[src/rtl/fp_mul_pkg.sv]
// Shared FP32 constants, operand classes and the unpacked-pair payload
// carried by the multiplier front end.
package fp_mul_pkg;

    localparam int unsigned FP_W     = 32;
    localparam int unsigned EXP_W    = 8;
    localparam int unsigned MANT_W   = 23;
    localparam int unsigned EXP_BIAS = 127;

    localparam logic [FP_W-1:0] QNAN    = 32'h7FC0_0000;
    localparam logic [FP_W-1:0] INF_MAG = 32'h7F80_0000;

    typedef enum logic [1:0] {ZERO, NORMAL, INF, NAN} fp_class_e;

    typedef struct packed {
        logic              sign_x;
        logic              sign_y;
        logic [EXP_W-1:0]  exp_x;
        logic [EXP_W-1:0]  exp_y;
        logic [MANT_W-1:0] mant_x;
        logic [MANT_W-1:0] mant_y;
        logic              special;
        logic [FP_W-1:0]   special_result;
    } payload_t;

endpackage

[src/rtl/fp_operand_unpack_if.sv]
// Operand-pair input handshake and unpacked-pair output handshake.
interface fp_operand_unpack_if;
    import fp_mul_pkg::*;

    logic              in_valid;
    logic              in_ready;
    logic [FP_W-1:0]   in_a;
    logic [FP_W-1:0]   in_b;
    logic              out_valid;
    logic              out_ready;
    logic              out_sign_x;
    logic              out_sign_y;
    logic [EXP_W-1:0]  out_exp_x;
    logic [EXP_W-1:0]  out_exp_y;
    logic [MANT_W-1:0] out_mantissa_x;
    logic [MANT_W-1:0] out_mantissa_y;
    logic              out_special;
    logic [FP_W-1:0]   out_special_result;

    modport master (
        output in_valid, in_a, in_b, out_ready,
        input  in_ready, out_valid, out_sign_x, out_sign_y, out_exp_x, out_exp_y,
               out_mantissa_x, out_mantissa_y, out_special, out_special_result
    );

    modport slave (
        input  in_valid, in_a, in_b, out_ready,
        output in_ready, out_valid, out_sign_x, out_sign_y, out_exp_x, out_exp_y,
               out_mantissa_x, out_mantissa_y, out_special, out_special_result
    );

endinterface

[src/rtl/fp32_classify.sv]
// Splits one binary32 word into fields and classifies it; denormals flush to ZERO.
module fp32_classify
    import fp_mul_pkg::*;
(
    input  logic [FP_W-1:0]   word_i,
    output fp_class_e         class_o,
    output logic              sign_o,
    output logic [EXP_W-1:0]  exp_o,
    output logic [MANT_W-1:0] mant_o,
    output logic              denorm_o
);

    logic [MANT_W-1:0] raw_mant;

    always_comb begin
        sign_o   = word_i[FP_W-1];
        exp_o    = word_i[FP_W-2:MANT_W];
        raw_mant = word_i[MANT_W-1:0];
        denorm_o = (exp_o == '0) && (raw_mant != '0);
        mant_o   = denorm_o ? '0 : raw_mant;

        if (exp_o == '1) begin
            class_o = (raw_mant != '0) ? NAN : INF;
        end else if (exp_o == '0) begin
            class_o = ZERO;
        end else begin
            class_o = NORMAL;
        end
    end

endmodule

[src/rtl/fp_operand_unpack.sv]
// Operand unpack stage: classifies both operands, resolves bypass results and
// buffers the pair in a main register plus one skid register.
module fp_operand_unpack
    import fp_mul_pkg::*;
#(
    parameter int unsigned CNT_WIDTH = 16
) (
    input  logic                 clk,
    input  logic                 rst,
    fp_operand_unpack_if.slave   bus,
    output logic [CNT_WIDTH-1:0] denorm_flush_cnt
);

    fp_class_e         class_x, class_y;
    logic              sign_x, sign_y, denorm_x, denorm_y;
    logic [EXP_W-1:0]  exp_x, exp_y;
    logic [MANT_W-1:0] mant_x, mant_y;

    fp32_classify u_class_x (
        .word_i   (bus.in_a),
        .class_o  (class_x),
        .sign_o   (sign_x),
        .exp_o    (exp_x),
        .mant_o   (mant_x),
        .denorm_o (denorm_x)
    );

    fp32_classify u_class_y (
        .word_i   (bus.in_b),
        .class_o  (class_y),
        .sign_o   (sign_y),
        .exp_o    (exp_y),
        .mant_o   (mant_y),
        .denorm_o (denorm_y)
    );

    payload_t in_payload;
    logic     sign_r;

    always_comb begin
        sign_r                    = sign_x ^ sign_y;
        in_payload                = '0;
        in_payload.sign_x         = sign_x;
        in_payload.sign_y         = sign_y;
        in_payload.exp_x          = exp_x;
        in_payload.exp_y          = exp_y;
        in_payload.mant_x         = mant_x;
        in_payload.mant_y         = mant_y;
        if (class_x == NAN || class_y == NAN) begin
            in_payload.special        = 1'b1;
            in_payload.special_result = QNAN;
        end else if ((class_x == INF && class_y == ZERO) || (class_x == ZERO && class_y == INF)) begin
            in_payload.special        = 1'b1;
            in_payload.special_result = QNAN;
        end else if (class_x == INF || class_y == INF) begin
            in_payload.special        = 1'b1;
            in_payload.special_result = {sign_r, INF_MAG[FP_W-2:0]};
        end else if (class_x == ZERO || class_y == ZERO) begin
            in_payload.special        = 1'b1;
            in_payload.special_result = {sign_r, {(FP_W-1){1'b0}}};
        end
    end

    logic                 main_valid_q, main_valid_d, skid_valid_q, skid_valid_d;
    payload_t             main_q, main_d, skid_q, skid_d;
    logic [CNT_WIDTH-1:0] cnt_q, cnt_d;
    logic [CNT_WIDTH:0]   cnt_sum;
    logic [1:0]           flush_num;
    logic                 in_fire, out_fire;

    always_comb begin
        in_fire      = bus.in_valid && !skid_valid_q;
        out_fire     = main_valid_q && bus.out_ready;
        main_valid_d = main_valid_q;
        main_d       = main_q;
        skid_valid_d = skid_valid_q;
        skid_d       = skid_q;

        // Main register frees up: refill from skid first to keep order.
        if (!main_valid_q || out_fire) begin
            if (skid_valid_q) begin
                main_valid_d = 1'b1;
                main_d       = skid_q;
                skid_valid_d = 1'b0;
            end else if (in_fire) begin
                main_valid_d = 1'b1;
                main_d       = in_payload;
            end else begin
                main_valid_d = 1'b0;
            end
        end else if (in_fire) begin
            skid_valid_d = 1'b1;
            skid_d       = in_payload;
        end

        flush_num = {1'b0, denorm_x} + {1'b0, denorm_y};
        cnt_sum   = {1'b0, cnt_q} + (CNT_WIDTH+1)'(flush_num);
        cnt_d     = cnt_q;
        if (in_fire) begin
            cnt_d = cnt_sum[CNT_WIDTH] ? '1 : cnt_sum[CNT_WIDTH-1:0];
        end
    end

    always_ff @(posedge clk) begin
        if (rst) begin
            main_valid_q <= 1'b0;
            skid_valid_q <= 1'b0;
            main_q       <= '0;
            skid_q       <= '0;
            cnt_q        <= '0;
        end else begin
            main_valid_q <= main_valid_d;
            skid_valid_q <= skid_valid_d;
            main_q       <= main_d;
            skid_q       <= skid_d;
            cnt_q        <= cnt_d;
        end
    end

    assign bus.in_ready           = ~skid_valid_q;
    assign bus.out_valid          = main_valid_q;
    assign bus.out_sign_x         = main_q.sign_x;
    assign bus.out_sign_y         = main_q.sign_y;
    assign bus.out_exp_x          = main_q.exp_x;
    assign bus.out_exp_y          = main_q.exp_y;
    assign bus.out_mantissa_x     = main_q.mant_x;
    assign bus.out_mantissa_y     = main_q.mant_y;
    assign bus.out_special        = main_q.special;
    assign bus.out_special_result = main_q.special_result;
    assign denorm_flush_cnt       = cnt_q;

endmodule
[src/flat_wrapper.sv]
// flat-port wrapper written by rule: the top's interface ports become plain ports
module fp_operand_unpack_flat import fp_mul_pkg::*;
#(
    parameter int unsigned CNT_WIDTH = 16
)
  (clk, rst, denorm_flush_cnt, bus_in_valid, bus_in_a, bus_in_b, bus_out_ready, bus_in_ready, bus_out_valid, bus_out_sign_x, bus_out_sign_y, bus_out_exp_x, bus_out_exp_y, bus_out_mantissa_x, bus_out_mantissa_y, bus_out_special, bus_out_special_result);
  fp_operand_unpack_if bus_i ();
  input  logic clk;
  input  logic rst;
  output logic [CNT_WIDTH-1:0] denorm_flush_cnt;
  input wire logic [$bits(bus_i.in_valid)-1:0] bus_in_valid;
  input wire logic [$bits(bus_i.in_a)-1:0] bus_in_a;
  input wire logic [$bits(bus_i.in_b)-1:0] bus_in_b;
  input wire logic [$bits(bus_i.out_ready)-1:0] bus_out_ready;
  output wire logic [$bits(bus_i.in_ready)-1:0] bus_in_ready;
  output wire logic [$bits(bus_i.out_valid)-1:0] bus_out_valid;
  output wire logic [$bits(bus_i.out_sign_x)-1:0] bus_out_sign_x;
  output wire logic [$bits(bus_i.out_sign_y)-1:0] bus_out_sign_y;
  output wire logic [$bits(bus_i.out_exp_x)-1:0] bus_out_exp_x;
  output wire logic [$bits(bus_i.out_exp_y)-1:0] bus_out_exp_y;
  output wire logic [$bits(bus_i.out_mantissa_x)-1:0] bus_out_mantissa_x;
  output wire logic [$bits(bus_i.out_mantissa_y)-1:0] bus_out_mantissa_y;
  output wire logic [$bits(bus_i.out_special)-1:0] bus_out_special;
  output wire logic [$bits(bus_i.out_special_result)-1:0] bus_out_special_result;
  assign bus_i.in_valid = bus_in_valid;
  assign bus_i.in_a = bus_in_a;
  assign bus_i.in_b = bus_in_b;
  assign bus_i.out_ready = bus_out_ready;
  assign bus_in_ready = bus_i.in_ready;
  assign bus_out_valid = bus_i.out_valid;
  assign bus_out_sign_x = bus_i.out_sign_x;
  assign bus_out_sign_y = bus_i.out_sign_y;
  assign bus_out_exp_x = bus_i.out_exp_x;
  assign bus_out_exp_y = bus_i.out_exp_y;
  assign bus_out_mantissa_x = bus_i.out_mantissa_x;
  assign bus_out_mantissa_y = bus_i.out_mantissa_y;
  assign bus_out_special = bus_i.out_special;
  assign bus_out_special_result = bus_i.out_special_result;
  fp_operand_unpack #(.CNT_WIDTH(CNT_WIDTH)) u_core (.clk(clk), .rst(rst), .bus(bus_i), .denorm_flush_cnt(denorm_flush_cnt));
endmodule
[config.mk]
export PLATFORM = sky130hd
export DESIGN_NAME = fp_operand_unpack_flat
export DESIGN_NICKNAME = d
export VERILOG_FILES = /design/src/rtl/fp_mul_pkg.sv /design/src/rtl/fp_operand_unpack_if.sv /design/src/rtl/fp32_classify.sv /design/src/rtl/fp_operand_unpack.sv /design/src/flat_wrapper.sv
export SDC_FILE = /design/constraint.sdc
export NUM_CORES = 1
export LEC_CHECK = 0
export ABC_AREA = 1
export BUFFER_PORTS_ARGS = -buffer_cell sky130_fd_sc_hd__buf_4
export CORE_ASPECT_RATIO = 1.2
export CORE_MARGIN = 2
export CORE_UTILIZATION = 49
export CTS_CLUSTER_DIAMETER = 120
export DETAILED_ROUTE_END_ITERATION = 12
export PLACE_DENSITY = 0.78
export SYNTH_ARGS = -nofsm -noshare
export SYNTH_HDL_FRONTEND = slang
export SYNTH_HIERARCHICAL = 1
export SYNTH_SLANG_ARGS = --single-unit
export TNS_END_PERCENT = 20
[constraint.sdc]
create_clock -name clk -period 2.46 [get_ports clk]
set_input_delay 0.369 -clock clk [delete_from_list [all_inputs] [get_ports clk]]
set_output_delay 0.369 -clock clk [all_outputs]
set_load 0.01 [all_outputs]
; ---- Yosys cells after proc, flatten, opt, wreduce, memory -nomap -nowiden
; Cells that the tools add are included.
[classes]
n_shift = 0
n_eq_ne = 6
n_mul = 0
div_mod_pow = 0
n_addsub = 2
mux = 17
n_reduce_logical = 23
n_bitwise = 3
order_cmp = 0
[ops]
columns = cell, n
row1 = 97-bit two-way mux, 2
row2 = 33-bit two-way mux, 4
row3 = 23-bit two-way mux, 2
row4 = 23-bit nonzero test, 2
row5 = 16-bit by 2-bit adder with 17-bit output, 1
row6 = 8-bit == test (second input constant), 2
row7 = 8-bit zero test, 2
row8 = 16-bit two-way mux, 1
row9 = 2-bit == test (second input constant), 4
row10 = 1-bit logical AND, 6
row11 = 1-bit two-way mux, 6
row12 = 1-bit logical OR, 5
row13 = 2-bit zero test, 2
row14 = 2-bit two-way mux, 2
row15 = 2-bit AND reduction, 2
row16 = 1-bit by 1-bit adder with 2-bit output, 1
row17 = 1-bit zero test, 2
row18 = 1-bit NOT, 2
row19 = 2-bit nonzero test, 1
row20 = 2-bit OR reduction, 1
row21 = 1-bit bitwise XOR, 1
[word_totals]
n_memories = 0
out_inout_bits = 115
ramBits = 0
latchBits = 0
elab_cells = 70
rom_bits = 0
register_bits = 212

; ---- Logic depth before layout (Yosys ltp)
; Gate-level depths: netlist (run 1).
[depth]
depth_word = 11
ltp_mapped = 19
mapped_depth_nobuf = 18

; ---- Cells and area by module
; Netlist (run 1), hierarchy kept.
[modules_own_cells]
columns = module, area_per_inst_um2, seq_area_each_um2, instances, cells_per_inst
row1 = fp_operand_unpack, 6540.0, 3083.0, 1, 876
row2 = fp32_classify, 563.0, 0.0, 2, 98

; ---- Worst setup path after synthesis (run 1)
; OpenSTA, ideal clock, no wires.
[synth_path]
kind = input to register
start = input bus_in_a[24]
end = register u_core.cnt_q[6] (netlist: u_core/denorm_flush_cnt[6])
arrival_time_ps = 2346
n_path_buf = 1
stages = 17
slack_ps = 58
t_required_ps = 2404
cell_sequence = nor2_1 nand2_1 nor2_4 buf_6 nand2_1 inv_2 inv_1 fa_1 inv_1 ha_1 nand2_1 nor2_1 nand3_2 or2_2 nand3_1 nand2_1 inv_1
[synth_between]
elab_chain_len = 5
[synth_rtl]
columns = element, line_no
row1 = "start, declared", flat_wrapper.sv:12  ; input wire logic [$bits(bus_i.in_a)-1:0] bus_in_a;
row2 = 8-bit zero test, fp32_classify.sv:19  ; denorm_o = (exp_o == '0) && (raw_mant != '0);
row3 = 1-bit logical AND, fp32_classify.sv:19
row4 = via u_core.denorm_x, fp_operand_unpack.sv:15  ; logic sign_x, sign_y, denorm_x, denorm_y;
row5 = 1-bit by 1-bit adder with 2-bit output, fp_operand_unpack.sv:96  ; flush_num = {1'b0, denorm_x} + {1'b0, denorm_y};
row6 = 16-bit by 2-bit adder with 17-bit output, fp_operand_unpack.sv:97  ; cnt_sum = {1'b0, cnt_q} + (CNT_WIDTH+1)'(flush_num);
row7 = 16-bit two-way mux, fp_operand_unpack.sv:100  ; cnt_d = cnt_sum[CNT_WIDTH] ? '1 : cnt_sum[CNT_WIDTH-1:0];
row8 = "end signal, assigned", fp_operand_unpack.sv:116  ; cnt_q <= cnt_d;
row9 = "end, declared", fp_operand_unpack.sv:66  ; logic [CNT_WIDTH-1:0] cnt_q, cnt_d;
; The timed path passes the listed nets, and every way through them passes these cells.
; A chain may end at the register's enable or synchronous reset.

; ---- Final worst setup path (run 1)
[layout_path]
start = input bus_in_a[28]
end = register u_core.cnt_q[15] (netlist: u_core/denorm_flush_cnt[15])
; The elaborated chain is that of the path after synthesis.

==> results.py, run 1 <==
metrics = {
    "power_and_ir_drop": {
        "powerDensity_mw_per_mm2": 667.8,
        "power_frac_seq_pct": 43.7,
        "p_sw_mw": 1.537,
        "internal_power_mw": 4.674,
        "power_switching_share_pct": 24.74,
        "power.total_mw": 6.211,
        "p_leak_nw": 4.249,
        "ir_drop_uv": 369.2,
        "clkPwrFrac_pct": 44.0,
        "p_comb_share_pct": 12.3,
    },
    "place": {
        "port_buffers": 160,
        "routabilityCongestion": 0.8711,
        "post-dp-hpwl_mm": 12.24,
        "dp_cells": 1374,
    },
    "sta": {
        "maxSlewViolCount": 0,
        "whs_ns": 0.2030,
        "fin_skew_ns": 0.005046,
        "grt_setup_unrepaired": "false",
        "setup_viol": 0,
        "worst_slew_pin_slew_ns": 0.8218,
        "fmax_ghz": 0.4488,
        "finalHoldViolCount": 0,
        "fin_crit_ns": 2.228,
        "slew_headroom_pct": 45.22,
        "fin_crit_sh_pct": 90.57,
    },
    "global_route": {
        "overflow": 0,
        "grt_pass1_vias": 6488,
        "track_usage_pct": 23.29,
        "grt_max_degree": 142,
        "grt_pass1_wl_mm": 31.73,
        "grt_antenna_before_repair": 0,
    },
    "clock_network": {
        "cts_hold_buf": 0,
        "cts.htree.levels": 4,
        "cts_inserted_buffers": 17,
        "clk_pin_slew_ns": 0.06,
        "root_buffer": "clkbuf_16",
        "clkSinkCount": 154,
        "tritoncts": "done",
        "clockBufferDepth": 2,
        "ctsResizeCount": 0,
        "cts_setup_buffers": 0,
        "clock_latency_ns": 0.42,
    },
    "route": {
        "routedWlPerCell_um": 13.83,
        "via_per_inst": 5.122,
        "drcViolationCount": 0,
        "wl_mm": 19.44,
        "num_vias": 7202,
        "drtIter0Drc": 551,
        "drtPass1Iterations": 5,
        "ant_nets": 0,
    },
    "synthesis": {
        "syn_avg_cell_area_um2": 7.151,
        "synthesis.area_mm2": 0.007666,
        "synth-seq-cells": 154,
        "netlist_instances": 1072,
        "yosysWarnings": 6,
        "synthDistinctLibCells": 33,
        "yosysSeqAreaShare_pct": 40.22,
    },
    "min_path": {
        "hp-class": "input port to flip-flop",
    },
    "finish": {
        "layout_common_cells": "nand2_1, buf_4, nor2_1",
        "synthToLayoutAreaGrowth_pct": 21.32,
        "final_common_cell": "nand2_1",
        "final_nets": 1255,
        "fill_cells": 1465,
        "fin_cells": 1406,
        "drive_gt1_share_pct": 23.87,
        "diodes": 0,
    },
    "setup_path": {
        "worst-setup-path-type": "input port to flip-flop",
        "path_max_fanout": 5,
        "cp-end-kind": "flip-flop",
        "crit_buf_inv": 5,
        "cp_top_family": "simple AND/OR/NAND/NOR gates",
        "required_ns": 2.83,
        "cpMaxStageDelayCell": "fa_1",
        "crit_chain": "buf_4 > nor2_1 > nand2_1 > nor2_4 > nand2_1 > inv_2 > inv_1 > fa_1 > inv_1 > ha_1 > nand2_1 > nor2_1 > nand3_2 > nor2_1 > nand3_2 > nand3_1 > nand2_1 > inv_1",
        "cp_common_cell": "nand2_1",
        "crit_path_start_kind": "input port",
        "arrival_ns": 2.60,
        "critPathMaxStageDelay_ns": 0.43,
    },
    "die": {
        "ioPinCount": 183,
        "core_mm2": 0.01545,
        "die_area_mm2": 0.01667,
        "start_util_pct": 49.61,
        "rows": 50,
        "die_w_um": 118.2,
        "chipHeight_um": 141.0,
    },
    "run": {
        "maxCapViolCount": 0,
    },
    "outcome": {
        "status": "completed",
    },
}
[registers in the layout, indices dropped and copies added, names as in the netlist, 3 cells and up]
signal	cells
u_core/bus.out_exp_y	8
u_core/denorm_flush_cnt	16
u_core/skid_q	68
u_core/bus.out_special_result	3
u_core/bus.out_exp_x	8
u_core/bus.out_mantissa_x	23
u_core/bus.out_mantissa_y	23
[stage by stage]
stage / TNS (ns) / setup slack [ns] / instance area, um^2 / util, %
2_1_floorplan: 0 / 0.05778 / 7745 / -
3_3_place_gp: -1.132 / -0.1293 / 8690 / 56.23
3_5_place_dp: -1.982 / -0.1811 / 8690 / 56.23
4_1_cts: 0 / 0.2474 / 9300 / 60.19
5_1_grt: 0 / 0.01233 / 9300 / 60.19
6_report: 0 / 0.2319 / 9300 / 60.19
[worst min-delay path, stage by stage]
cell and delay, ns:
buf_4 0.10, nor2_1 0.04, nor2_1 0.08
[kinds of logic after synthesis]
family	after synthesis	share of synthesized area, %
buffers and inverters	195	13.73
AOI/OAI and AO/OA	280	21.45
xor gates and xnor gates	5	0.5712
other	1	0.04892
DFF	154	40.22
and+or+nand+nor	435	23.57
adders and majority gates	2	0.4243
[cell type report]
| type | count | area, um^2 | share of cell area (%) |
|---|---|---|---|
| clock buffer | 20 | 436.7 | 4.695 |
| sequential | 154 | 3084 | 33.16 |
| tap | 208 | 260.3 | 2.798 |
| inverter | 82 | 314.1 | 3.377 |
| multi-input combinational | 744 | 3610 | 38.81 |
| clock inverter | 12 | 173.9 | 1.870 |
| timing repair buffer | 186 | 1421 | 15.28 |
[worst paths after layout]
path,startpoint,cells past startpoint,slack [ns],endpoint
setup / recovery,bus_in_a[28],18,0.23,u_core/denorm_flush_cnt[15]
hold / removal,bus_in_a[26],3,0.20,u_core/skid_q[90]
setup reg to reg,u_core/denorm_flush_cnt[0],12,0.35,u_core/denorm_flush_cnt[15]
hold reg to reg,u_core/skid_q[94],2,0.47,u_core/bus.out_exp_x[7]
[power by group through the flow]
stage          clock (mW)  sequential [mW]  combinational [mW]
4_1_cts              2.77             2.72               0.766
3_5_place_dp            0             2.77               0.764
6_report             2.73             2.72               0.761
3_3_place_gp            0             2.77               0.754
2_1_floorplan           0             2.80               0.425
5_1_grt              2.89             2.73               0.843
[routing by layer]
layer / share of wire [%] / vias up / GRT usage, % / wire length, um
met4: 2.7 / 0 / 10.27 / 530
met1: 42 / 3289 / 28.24 / 8227
met3: 5.3 / 32 / 4.733 / 1037
li1: - / 3645 / - / -
met5: 0 / - / 0 / 0
met2: 50 / 236 / 39.91 / 9645
[Yosys cell counts, drive strengths merged]
| cell | count | area (um^2) |
|---|---|---|
| a211oi | 1 | 7.510 |
| a21oi | 66 | 484.2 |
| a31oi | 68 | 425.4 |
| buf | 80 | 615.6 |
| clkbuf | 33 | 123.9 |
| conb | 1 | 3.750 |
| dfxtp | 154 | 3083 |
| fa | 1 | 20.02 |
| ha | 1 | 12.51 |
| inv | 82 | 312.8 |
| nand2 | 201 | 762.0 |
| nand2b | 2 | 12.51 |
| nand3 | 19 | 135.1 |
| nand3b | 1 | 7.510 |
| nand4 | 8 | 50.05 |
| nor2 | 198 | 803.3 |
| nor3 | 1 | 5.000 |
| o21ai | 144 | 720.7 |
| o22ai | 1 | 6.260 |
| or2 | 5 | 31.28 |
| xnor2 | 1 | 8.760 |
| xor2 | 4 | 35.03 |
(Power assumes the default switching activity.)
==> inputs of run 2 (changes only) <==
--- a/config.mk
+++ b/config.mk
@@ -13,6 +13,7 @@
 export CTS_CLUSTER_DIAMETER = 120
 export DETAILED_ROUTE_END_ITERATION = 12
 export PLACE_DENSITY = 0.78
+export REMOVE_ABC_BUFFERS = 1
 export SYNTH_ARGS = -nofsm -noshare
 export SYNTH_HDL_FRONTEND = slang
 export SYNTH_HIERARCHICAL = 1
==> run 2 against run 1 <==
  * Core utilization down 0.19 points
  * Clock-buffer cell count down 1
  * Global-route usage up 0.063 points
  * Fmax down 2.3%
  * Non-clock buffer count down 1
  * Critical path depth down 1
  * Die area unchanged
  * Clock power down 7.7%
  * Sequential share of layout area up 0.11 points
==> results.py, run 2 (same netlist as run 1, synthesis figures left out) <==
metrics = {
    "outcome": {
        "status": "completed",
    },
    "setup_path": {
        "path_max_fanout": 3,
        "cp_top_family": "simple AND/OR/NAND/NOR gates",
        "required_ns": 2.82,
        "cp_common_cell": "nand2_1",
        "arrival_ns": 2.64,
        "crit_buf_inv": 5,
        "crit_chain": "buf_4 > nor2_1 > nand2_1 > nor2_4 > nand2_1 > inv_2 > inv_1 > fa_1 > inv_1 > ha_1 > nand2_1 > nor2_1 > nand3_2 > or2_2 > nand3_1 > nand2_1 > inv_1",
        "crit_path_start_kind": "input port",
        "worstSetupStartpoint": "bus_in_b[28]",
        "cp-end-kind": "flip-flop",
        "cpMaxStageDelayCell": "fa_1",
        "r2r-start": "u_core/denorm_flush_cnt[0]",
        "worst-setup-path-type": "input port to flip-flop",
        "critPathMaxStageDelay_ns": 0.44,
    },
    "sta": {
        "slew_headroom_pct": 43.56,
        "maxSlewViolCount": 0,
        "whs_ns": 0.1968,
        "setup_ws_ns": 0.1783,
        "fin_crit_sh_pct": 92.75,
        "fin_skew_ns": 0.008226,
        "fmax_ghz": 0.4383,
        "finalHoldViolCount": 0,
        "fin_tns_setup_ns": 0,
        "fin_crit_ns": 2.282,
        "grt_setup_unrepaired": "false",
        "worst_slew_pin_slew_ns": 0.8467,
        "setup_viol": 0,
    },
    "die": {
        "chipHeight_um": 141.0,
        "die_area_mm2": 0.01667,
        "ioPinCount": 183,
        "core_mm2": 0.01545,
        "start_util_pct": 49.61,
        "die_w_um": 118.2,
        "rows": 50,
    },
    "power_and_ir_drop": {
        "ir_drop_uv": 362.5,
        "powerDensity_mw_per_mm2": 647.6,
        "p_leak_nw": 4.229,
    },
    "global_route": {
        "grt_pass1_vias": 6623,
        "track_usage_pct": 23.35,
        "overflow": 0,
        "grt_max_degree": 142,
        "grt_pass1_wl_mm": 31.98,
        "grt_antenna_before_repair": 0,
    },
    "finish": {
        "final_nets": 1254,
        "drive_gt1_share_pct": 24.14,
        "top_register": "u_core/skid_q",
        "fin_cells": 1405,
        "fill_cells": 1483,
        "postLayoutCellArea_mm2": 0.009270,
        "diodes": 0,
        "synthToLayoutAreaGrowth_pct": 20.92,
        "final_common_cell": "nand2_1",
        "layout_common_cells": "nand2_1, nor2_1, buf_4",
        "largest_reg_flops": 68,
    },
    "clock_network": {
        "root_buffer": "clkbuf_16",
        "clockBufferDepth": 2,
        "clock_latency_ns": 0.42,
        "cts_setup_buffers": 0,
        "cts_hold_buf": 0,
        "clk_pin_slew_ns": 0.06,
        "cts_inserted_buffers": 17,
        "clkSinkCount": 154,
        "cts.htree.levels": 4,
        "tritoncts": "done",
    },
    "route": {
        "drtIter0Drc": 565,
        "num_vias": 7240,
        "via_per_inst": 5.153,
        "drtPass1Iterations": 5,
        "routedWlPerCell_um": 14.14,
        "wl_mm": 19.87,
        "drcViolationCount": 0,
        "ant_nets": 0,
    },
    "place": {
        "dp_cells": 1373,
        "port_buffers": 160,
        "routabilityCongestion": 0.8975,
        "pre_cts_ws_ns": -0.1390,
        "post-dp-hpwl_mm": 12.42,
        "placed_area_mm2": 0.008695,
    },
    "min_path": {
        "min_from": "bus_in_a[27]",
        "hp-class": "input port to flip-flop",
    },
    "run": {
        "maxCapViolCount": 0,
    },
}
run 2: stage by stage:
stage / util, % / power [mW]
finish: 59.99 / 6.004
global route: 59.99 / 6.243
CTS: 59.98 / 6.047
detailed placement: 56.27 / 3.535
global placement: 56.27 / 3.520
floorplan: - / 3.127
run 2: path summary, 6_finish.rpt:
| check | end | cells after the start | slack (ns) |
|---|---|---|---|
| max | u_core/denorm_flush_cnt[6] | 17 | 0.18 |
| min | u_core/skid_q[91] | 3 | 0.20 |
| max reg2reg | u_core/denorm_flush_cnt[6] | 11 | 0.19 |
| min reg2reg | u_core/bus.out_sign_x | 2 | 0.47 |
run 2: report_power, final:
part / total, mW / switching (mW) / internal [mW]
Combinational: 0.766 / 0.424 / 0.342
Sequential: 2.72 / 0.0781 / 2.64
Clock: 2.52 / 1.07 / 1.45
Total: 6.00 / 1.57 / 4.43
run 2: tightest hold or removal path, stage by stage:
cell    delay [ns]
buf_4         0.10
nor2_1        0.04
nor2_1        0.08
run 2: metal layers:
layer	track usage (%)	vias to the layer above	share of wire [%]
met1	29.53	3301	44
met2	38.91	259	48
met5	0	-	0
met4	9.956	0	2.2
met3	4.490	30	6.1
li1	-	3650	-
run 2: timing repair:
action	in CTS	in global routing
setup endpoints to repair	0	1
endpoints found under the hold margin	0	0
gates resized for setup	0	1
run 2: cell type report:
type	count	area [um^2]	area share (%)
clock inverters	13	120.1	1.296
flip-flops and latches	154	3084	33.27
clock buffers	19	452.9	4.886
repair buffers	185	1426	15.39
well taps	208	260.3	2.807
multi-input cells	744	3612	38.97
inverters	82	314.1	3.388
==> inputs of run 3 (changes only) <==
==> constraint.sdc (replaced) <==
create_clock -name clk -period 1.8 [get_ports clk]
set_input_delay 0.27 -clock clk [delete_from_list [all_inputs] [get_ports clk]]
set_output_delay 0.27 -clock clk [all_outputs]
set_load 0.01 [all_outputs]
==> run 3 against run 2 <==
  * The run now ends with setup timing left
  * Combinational power grew 53%
  * Register-to-register slack lost 0.24 ns
  * Non-clock buffer count up 48
  * Worst setup slack got worse by 0.23 ns
  * Via count grew 4.2%
  * Final cell count grew 3.4%
  * Highest routed layer unchanged
  * Cell area is 7.0% higher
  * Sequential cell count is the same
  * Critical path depth shrank 5
==> results.py, run 3 (same netlist as run 1, synthesis figures left out) <==
metrics = {
    "route": {
        "routedWlPerCell_um": 14.10,
        "num_vias": 7547,
        "wl_mm": 20.49,
        "via_per_inst": 5.194,
        "drcViolationCount": 0,
        "drtPass1Iterations": 6,
        "drtIter0Drc": 554,
        "ant_nets": 0,
    },
    "finish": {
        "fill_cells": 1363,
        "multi_input_area_mm2": 0.003802,
        "final_nets": 1303,
        "postLayoutCoreUtil_pct": 64.19,
        "seqCellArea_mm2": 0.003085,
        "final_common_cell": "buf_4",
        "fin_cells": 1453,
        "diodes": 0,
        "postLayoutCellArea_mm2": 0.009918,
        "layout_common_cells": "buf_4, nand2_1, nor2_1",
        "largest_reg_flops": 68,
        "drive_gt1_share_pct": 29.56,
        "synthToLayoutAreaGrowth_pct": 29.38,
        "top_register": "u_core/skid_q",
    },
    "die": {
        "die_area_mm2": 0.01667,
        "core_mm2": 0.01545,
        "die_w_um": 118.2,
        "rows": 50,
        "ioPinCount": 183,
        "start_util_pct": 49.61,
        "chipHeight_um": 141.0,
    },
    "clock_network": {
        "tritoncts": "done",
        "clockBufferDepth": 2,
        "cts_hold_buf": 0,
        "clock_latency_ns": 0.42,
        "clk_pin_slew_ns": 0.06,
        "clkSinkCount": 154,
        "root_buffer": "clkbuf_16",
        "cts_inserted_buffers": 17,
        "cts.htree.levels": 4,
    },
    "setup_path": {
        "worstSetupStartpoint": "u_core/denorm_flush_cnt[0]",
        "critPathMaxStageDelay_ns": 0.40,
        "cpMaxStageDelayCell": "fa_2",
        "path_max_fanout": 5,
        "worst-setup-path-type": "flip-flop to flip-flop",
        "cp-end-kind": "flip-flop",
        "crit_chain": "inv_2 > fa_2 > inv_2 > ha_4 > nand2_4 > nor2_4 > nand3_4 > nor2_4 > nand3_4 > nand3_2 > nand2_1 > inv_1",
        "r2r-start": "u_core/denorm_flush_cnt[0]",
        "arrival_ns": 2.22,
        "crit_path_start_kind": "flip-flop",
        "required_ns": 2.17,
    },
    "power_and_ir_drop": {
        "powerDensity_mw_per_mm2": 829.7,
        "p_leak_nw": 4.543,
        "power.total_mw": 8.229,
        "ir_drop_uv": 490.0,
    },
    "global_route": {
        "grt_pass1_wl_mm": 32.81,
        "grt_max_degree": 75,
        "grt_pass1_vias": 6882,
        "grt_antenna_before_repair": 0,
        "overflow": 0,
        "track_usage_pct": 23.96,
    },
    "min_path": {
        "min_from": "bus_in_a[27]",
        "hp-class": "input port to flip-flop",
    },
    "outcome": {
        "status": "finished with violations",
        "failed_checks": "setup timing",
    },
    "sta": {
        "slew_headroom_pct": 47.17,
        "setup_ws_ns": -0.05418,
        "fin_crit_sh_pct": 103.0,
        "maxSlewViolCount": 0,
        "whs_ns": 0.09704,
        "setup_viol": 5,
        "fin_crit_ns": 1.854,
        "finalHoldViolCount": 0,
        "grt_setup_unrepaired": "true",
        "fin_skew_ns": 0.005985,
        "fin_tns_setup_ns": -0.1357,
        "worst_slew_pin_slew_ns": 0.7925,
        "fmax_ghz": 0.5393,
    },
    "place": {
        "routabilityCongestion": 0.8737,
        "port_buffers": 160,
        "pre_cts_ws_ns": -0.6591,
        "placed_area_mm2": 0.009128,
        "dp_cells": 1419,
        "post-dp-hpwl_mm": 12.88,
    },
    "run": {
        "maxCapViolCount": 0,
    },
}
## run 3: cell types whose count changed in the layout (fill, tap and decap cells not counted), moves of 4 or more
cell,before,now
inv_1,76,72
nand2_2,0,7
a21oi_1,27,23
buf_12,3,10
buf_6,0,9
nor2_4,5,16
nor2_1,183,171
clkinvlp_4,6,2
inv_2,4,8
nand2_1,200,192
buf_4,182,214
a21oi_2,38,42
## run 3: final timing paths
kind / depth (start not counted) / to / slack, ns
worst min-delay path: 3 / u_core/skid_q[91] / 0.1
worst max register to register: 12 / u_core/denorm_flush_cnt[15] / -0.05
worst min register to register: 2 / u_core/bus.out_mantissa_y[5] / 0.47
worst max-delay path: 12 / u_core/denorm_flush_cnt[15] / -0.05
## run 3: critical path: cells and delay by family (launching register included)
| kind | cells | cell delay (ns) |
|---|---|---|
| and+or+nand+nor | 7 | 0.73 |
| adders and majority gates | 2 | 0.57 |
| DFF | 1 | 0.34 |
| buffers and inverters | 3 | 0.18 |
## run 3: area by class of cell
| class | instances | share of cell area, % |
|---|---|---|
| multi-input cells | 745 | 38.34 |
| flip-flops and latches | 154 | 31.11 |
| repair buffers | 233 | 19.24 |
| clock buffers | 23 | 4.819 |
| inverters | 82 | 3.166 |
| well taps | 208 | 2.624 |
| clock inverters | 8 | 0.7064 |
## run 3: power breakdown
group          internal [mW]  switching (mW)  total [mW]
clock network           1.99            1.36        3.35
logic                  0.556           0.611        1.17
registers               3.61           0.107        3.71
total                   6.15            2.07        8.23
## run 3: metal layers
| metal | share of wire (%) | global-route usage [%] | up-vias |
|---|---|---|---|
| li1 | - | - | 3739 |
| met1 | 42 | 29.95 | 3465 |
| met2 | 49 | 40.25 | 302 |
| met3 | 6.5 | 4.450 | 41 |
| met4 | 2.4 | 10.65 | 0 |
| met5 | 0 | 0 | - |
## run 3: timing repair
action,in CTS,in global routing
gates resized for setup,31,33
setup endpoints to repair,16,17
cloned,1,0
setup buffers,0,2
pin swaps,18,20
